[src/rtl/rf_wb_arbiter.sv]
// rf_wb_arbiter
// Arbitrates two writeback requesters onto one register-file write port.
// The two requesters are A (ALU) and B (load or multi-cycle unit).
// When both request in the same cycle, round-robin picks the one that was
// not granted most recently. The accepted write is registered with one
// cycle of latency.
// An optional scoreboard is enabled by defining RF_WB_SCOREBOARD_EN. It keeps
// a 32-entry busy vector: issue sets an entry and the register-file commit
// clears it. It also reports whether the two source registers are busy.
//
// Ports:
//   clk, rst_n                     clock, synchronous active-low reset
//   a_valid/a_addr/a_data/a_ready  requester A handshake
//   b_valid/b_addr/b_data/b_ready  requester B handshake
//   iss_valid, iss_rd              issuing instruction and its destination
//   rs1_addr, rs2_addr             source registers to look up
//   rs1_busy, rs2_busy             source register has a pending write
//   rf_wr_en/rf_wr_addr/rf_wr_data register-file write port
module rf_wb_arbiter #(
  parameter int DATA_WIDTH = 32
) (
  input  logic                  clk,
  input  logic                  rst_n,
  input  logic                  a_valid,
  input  logic [4:0]            a_addr,
  input  logic [DATA_WIDTH-1:0] a_data,
  output logic                  a_ready,
  input  logic                  b_valid,
  input  logic [4:0]            b_addr,
  input  logic [DATA_WIDTH-1:0] b_data,
  output logic                  b_ready,
  input  logic                  iss_valid,
  input  logic [4:0]            iss_rd,
  input  logic [4:0]            rs1_addr,
  input  logic [4:0]            rs2_addr,
  output logic                  rs1_busy,
  output logic                  rs2_busy,
  output logic                  rf_wr_en,
  output logic [4:0]            rf_wr_addr,
  output logic [DATA_WIDTH-1:0] rf_wr_data
);

  // 1: B was granted most recently, so A wins the next contention.
  logic last_b;

  logic [4:0] sel_addr;

  // Both readies are gated by rst_n, so no handshake can complete while
  // the block is in reset.
  always_comb begin
    a_ready = rst_n & a_valid & (~b_valid | last_b);
    b_ready = rst_n & b_valid & (~a_valid | ~last_b);
  end

  assign sel_addr = b_ready ? b_addr : a_addr;

  always_ff @(posedge clk) begin
    if (!rst_n) begin
      last_b     <= 1'b1;
      rf_wr_en   <= 1'b0;
      rf_wr_addr <= '0;
      rf_wr_data <= '0;
    end else if (a_ready || b_ready) begin
      last_b     <= b_ready;
      rf_wr_addr <= sel_addr;
      rf_wr_data <= b_ready ? b_data : a_data;
      // A write to x0 still completes the handshake but never commits.
      rf_wr_en   <= (sel_addr != 5'd0);
    end else begin
      rf_wr_en   <= 1'b0;
    end
  end

`ifdef RF_WB_SCOREBOARD_EN
  logic [31:0] busy;
  logic [31:0] busy_nxt;

  // The clear is applied first, so a set to the same register on the same
  // edge wins.
  always_comb begin
    busy_nxt = busy;
    if (rf_wr_en) busy_nxt[rf_wr_addr] = 1'b0;
    if (iss_valid) busy_nxt[iss_rd] = 1'b1;
    busy_nxt[0] = 1'b0;
  end

  always_ff @(posedge clk) begin
    if (!rst_n) busy <= '0;
    else        busy <= busy_nxt;
  end

  assign rs1_busy = busy[rs1_addr];
  assign rs2_busy = busy[rs2_addr];
`else
  // Without the scoreboard, the issue and source-lookup inputs are not used.
  logic unused_sb_inputs;
  assign unused_sb_inputs = ^{iss_valid, iss_rd, rs1_addr, rs2_addr};
  assign rs1_busy = 1'b0;
  assign rs2_busy = 1'b0;
`endif

endmodule

[config.mk]
export PLATFORM = sky130hd
export DESIGN_NAME = rf_wb_arbiter
export DESIGN_NICKNAME = d
export VERILOG_FILES = /design/src/rtl/rf_wb_arbiter.sv
export SDC_FILE = /design/constraint.sdc
export NUM_CORES = 1
export LEC_CHECK = 0
export ABC_AREA = 1
export BUFFER_PORTS_ARGS = -buffer_cell sky130_fd_sc_hd__buf_2
export CORE_ASPECT_RATIO = 1.5
export CORE_MARGIN = 3
export CORE_UTILIZATION = 44
export CTS_BUF_LIST = sky130_fd_sc_hd__clkbuf_16
export CTS_CLUSTER_SIZE = 25
export DETAILED_ROUTE_END_ITERATION = 8
export PLACE_DENSITY = 0.86
export SLEW_MARGIN = 20
export SYNTH_ARGS = -nofsm -noshare
export SYNTH_HDL_FRONTEND = slang
export SYNTH_SLANG_ARGS = --single-unit
[constraint.sdc]
create_clock -name clk -period 2.1 [get_ports clk]
set_clock_uncertainty 0.1 [all_clocks]
set_input_delay 0.42 -clock clk [delete_from_list [all_inputs] [get_ports clk]]
set_output_delay 0.42 -clock clk [all_outputs]
set_load 0.1 [all_outputs]
### Word-level counts from Yosys, hierarchy flattened

Index checks and enable logic that the tools add are counted.

| word-level totals | value |
|---|---|
| register bits | 39 |
| output and inout bits | 42 |

| cells by class | value |
|---|---|
| muxes and demuxes | 2 |
| bitwise gates (word level) | 9 |
| reduce and logical (&&, ||, !) cells | 3 |

Operators with widths:

| cell | count |
|---|---|
| 32-bit two-way mux | 1 |
| 5-bit two-way mux | 1 |
| 5-bit nonzero test | 1 |
| 1-bit bitwise AND | 4 |
| 1-bit inverter | 3 |
| 1-bit OR | 2 |
| 2-bit AND reduction | 1 |
| 1-bit logical OR | 1 |

### Depth between registers and ports, before layout

| logic depth | value |
|---|---|
| depth in word-level cells | 5 |
| gate-level depth with buffers | 9 |
| depth with buffers taken out | 8 |

### Worst setup path after synthesis

No wires, ideal clock.

| timing path | value |
|---|---|
| kind | in2out |
| start point | input b_valid |
| end point | output a_ready |
| arrival | 1.180 ns |
| path slack | 0.400 ns |
| cell stages on the path | 3 |
| buffers on the path | 0 |
| path through | nand2_1 nand3_1 inv_1 |

| on the way | value |
|---|---|
| word-level cells in the longest chain between the ends | 3 |

RTL lines:

| element | RTL line | source |
|---|---|---|
| start, declared | 28 | `input logic b_valid,` |
| 1-bit inverter | 51 | `a_ready = rst_n & a_valid & (~b_valid \| last_b);` |
| 1-bit OR | 51 |  |
| 1-bit bitwise AND | 51 |  |
| end, declared | 27 | `output logic a_ready,` |

No other way between the ends.

### Worst setup path in the final report

| timing path | value |
|---|---|
| start point | register last_b |
| end point | output b_ready |

| on the way | value |
|---|---|
| word-level cells in the longest chain between the ends | 3 |

RTL lines:

| element | RTL line | source |
|---|---|---|
| start, declared | 44 | `logic last_b;` |
| start signal, assigned | 64 | `last_b <= b_ready;` |
| 1-bit inverter | 52 | `b_ready = rst_n & b_valid & (~a_valid \| ~last_b);` |
| 1-bit OR | 52 |  |
| 1-bit bitwise AND | 52 |  |
| end, declared | 31 | `output logic b_ready,` |

No other way between the ends.

==> metrics.yaml <==
status:
  status: "complete, no violations"
clocking:
  htreeDepth: 2
  cts_made_buffers: 5
  post-cts-setup-buffers: 0
  clk_latency_ns: 0.27
  postCtsHoldBufs: 0
  cts_resized: 0
  cts_root_buf: "clkbuf_16"
  cts_max_path_buffers: 2
  cts_sinks: 39
  cts_tree: "done"
  path_clk_slew_ns: 0.05
floorplanning:
  rows: 28
  die_w_um: 59.42
  core_area_mm2: 0.004029
  initial_core_util_pct: 46.74
  dieArea_mm2: 0.005117
  die_y_um: 86.12
  io_pins: 136
drt:
  first_pass_iters: 4
  drtIter0Drc: 107
  vias_per_cell: 4.796
  wl_per_cell_um: 11.00
  drt_wl_total_um: 5007
  drc: 0
  via_count: 2182
  antenna_left: 0
place:
  hpwl_um: 3756
  port-buffer-count: 117
  place_ws_ns: 0.2220
  routabilityCongestion: 0.7498
sta:
  relSlewSlack_pct: 61.97
  setup_ws_ns: 0.3093
  period_share_pct: 85.27
  setup-violations-final: 0
  rsz0062_at_grt: "no"
  maxSlewViolCount: 0
  worst_slew_pin_slew_ns: 0.5696
  fin_crit_ns: 1.791
  fmax_ghz: 0.5584
  hold_viol: 0
  timing.setup.tns_ns: 0
synth:
  synth-edff-count: 0
  yosysMostFrequentCell: "nand2_1"
  synth_top_area_share_pct: 41.46
  synth_area_mm2: 0.001883
  synth_compound_area_share_pct: 12.09
  synth.distinct_cells: 18
  yosysWarnings: 0
  synth-xor-area-share_pct: 0
  seq_area_frac_synth_pct: 41.46
  avgSynthCellArea_um2: 6.319
  synth_top_family_by_area: "simple AND/OR/NAND/NOR gates"
  netlist_instances: 298
  synth_flop_cell: "dfxtp_1"
  synthAdderAreaFrac_pct: 0
  synth_mux_area_share_pct: 0
  synth_top_cells_by_count: "nand2_1 (108), nor2_1 (66), dfxtp_1 (39)"
  synth_area_leaders: "dfxtp_1 (41%), nand2_1 (22%), nor2_1 (13%)"
  async_reset_ff_share_pct: 0
  synthSimpleGateAreaFrac_pct: 37.08
  synth_top_area_cell: "dfxtp_1"
  yosys_register_bits: 39
setup_path:
  r2r_end: "rf_wr_data[27]$_SDFFE_PN0P_"
  r2r_slack_ns: 0.43
  path_class: "flip-flop to output port"
  crit_arrival_ns: 1.27
  reg2regPathDepth: 6
  cp.required_ns: 1.58
  start_kind: "flip-flop"
  end_kind: "output port"
  crit_path_max_fanout: 22
  worstReg2RegStart: "last_b$_SDFFE_PN1P_"
final_layout:
  register_area_um2: 780.7
  num_antenna_cells: 0
  area_delta_synth_final_pct: 39.00
  fill_cells: 360
  post-route-util_pct: 64.97
  layout.nets: 504
  multiInputGateArea_um2: 933.4
  drive_above_1_share_pct: 33.17
worst_hold_path:
  holdPathStages: 2
  whs_endpoint: "last_b$_SDFFE_PN1P_"
  hp-class: "input port to flip-flop"
  min_from: "a_valid"
global_routing:
  grt_max_degree: 34
  gr-usage-all-layers_pct: 19.99
  antenna_found_initial: 0
  gr-total-overflow: 0
  grt_pass1_vias: 1957
  grt_pass1_wl_um: 8010
job:
  maxCapViolCount: 0
power_and_ir_drop:
  power_leakage_nw: 1.537
  ir_worst_vdd_v: 0.0008040
  cellPowerDensity_mw_per_mm2: 930.6
## metrics by stage
| step | std cells | hold slack, ns | cell area [um^2] | power (mW) |
|---|---|---|---|---|
| floorplan | 299 | 0.3633 | 1887 | 1.584 |
| global placement | 448 | 0.3734 | 2484 | 1.753 |
| detailed placement | 448 | 0.3808 | 2484 | 1.764 |
| CTS | 455 | 0.2854 | 2618 | 2.459 |
| global route | 455 | 0.3065 | 2618 | 2.550 |
| finish | 455 | 0.2867 | 2618 | 2.436 |
## cells by family after synthesis
group / Yosys count
AO/OA/AOI/OAI: 45
buffers and inverters: 32
flip-flops: 39
other: 1
AND/OR/NAND/NOR: 181
## placed cells by master (no fill, tap or decap)
cell and instances:
dfxtp_1 39, buf_4 7, inv_1 8, buf_12 2
nor2_1 66, inv_2 4, buf_2 115, clkinv_2 1
nand2_1 108, nand2_2 1, o21ai_0 36, a21oi_1 5
nand3_1 4, nand2_4 1, o211ai_1 1, clkbuf_16 5
clkinv_1 1, conb_1 2, o21ai_1 3, nand3b_1 1
## flip-flops by register name, indices dropped and copies added, names as in the netlist
signal	cells
rf_wr_data	32
rf_wr_addr	5
last_b	1
rf_wr_en	1
## critical path, cell delays in order (launching register included)
cell	delay, ns
dfxtp_1	0.34
nand2_1	0.13
nand2_4	0.24
inv_2	0.10
buf_12	0.18
## layer usage
layer | track usage (%) | wire, um
met1 | 21.38 | 1929
met2 | 35.92 | 2611
met3 | 5.422 | 404
met4 | 7.629 | 61
met5 | 0 | 0
## worst max-delay path by stage
stage / startpoint / end / slack [ns] / depth (start not counted)
2_1_floorplan: b_valid / a_ready / 0.40 / 3
3_3_place_gp: a_valid / rf_wr_data[2]$_SDFFE_PN0P_ / 0.27 / 7
3_5_place_dp: a_valid / rf_wr_data[27]$_SDFFE_PN0P_ / 0.22 / 7
4_1_cts: last_b$_SDFFE_PN1P_ / b_ready / 0.29 / 4
5_1_grt: last_b$_SDFFE_PN1P_ / b_ready / 0.24 / 4
6_report: last_b$_SDFFE_PN1P_ / b_ready / 0.31 / 4
## area by class of cell
| type | instances | area share [%] |
|---|---|---|
| Timing Repair Buffer | 124 | 25.53 |
| Clock buffer | 5 | 4.780 |
| Clock inverter | 2 | 0.3346 |
| Sequential cell | 39 | 29.83 |
| Inverter | 12 | 1.721 |
| Multi-Input combinational cell | 228 | 35.66 |
| Tap cell | 45 | 2.151 |
## where the power goes
| group | internal [mW] | switching [mW] | leakage (nW) |
|---|---|---|---|
| registers | 0.811 | 0.0298 | 0.323 |
| logic | 0.181 | 0.725 | 1.15 |
| clock network | 0.426 | 0.263 | 0.0671 |
| total | 1.42 | 1.02 | 1.54 |
(Power assumes the default switching activity.)
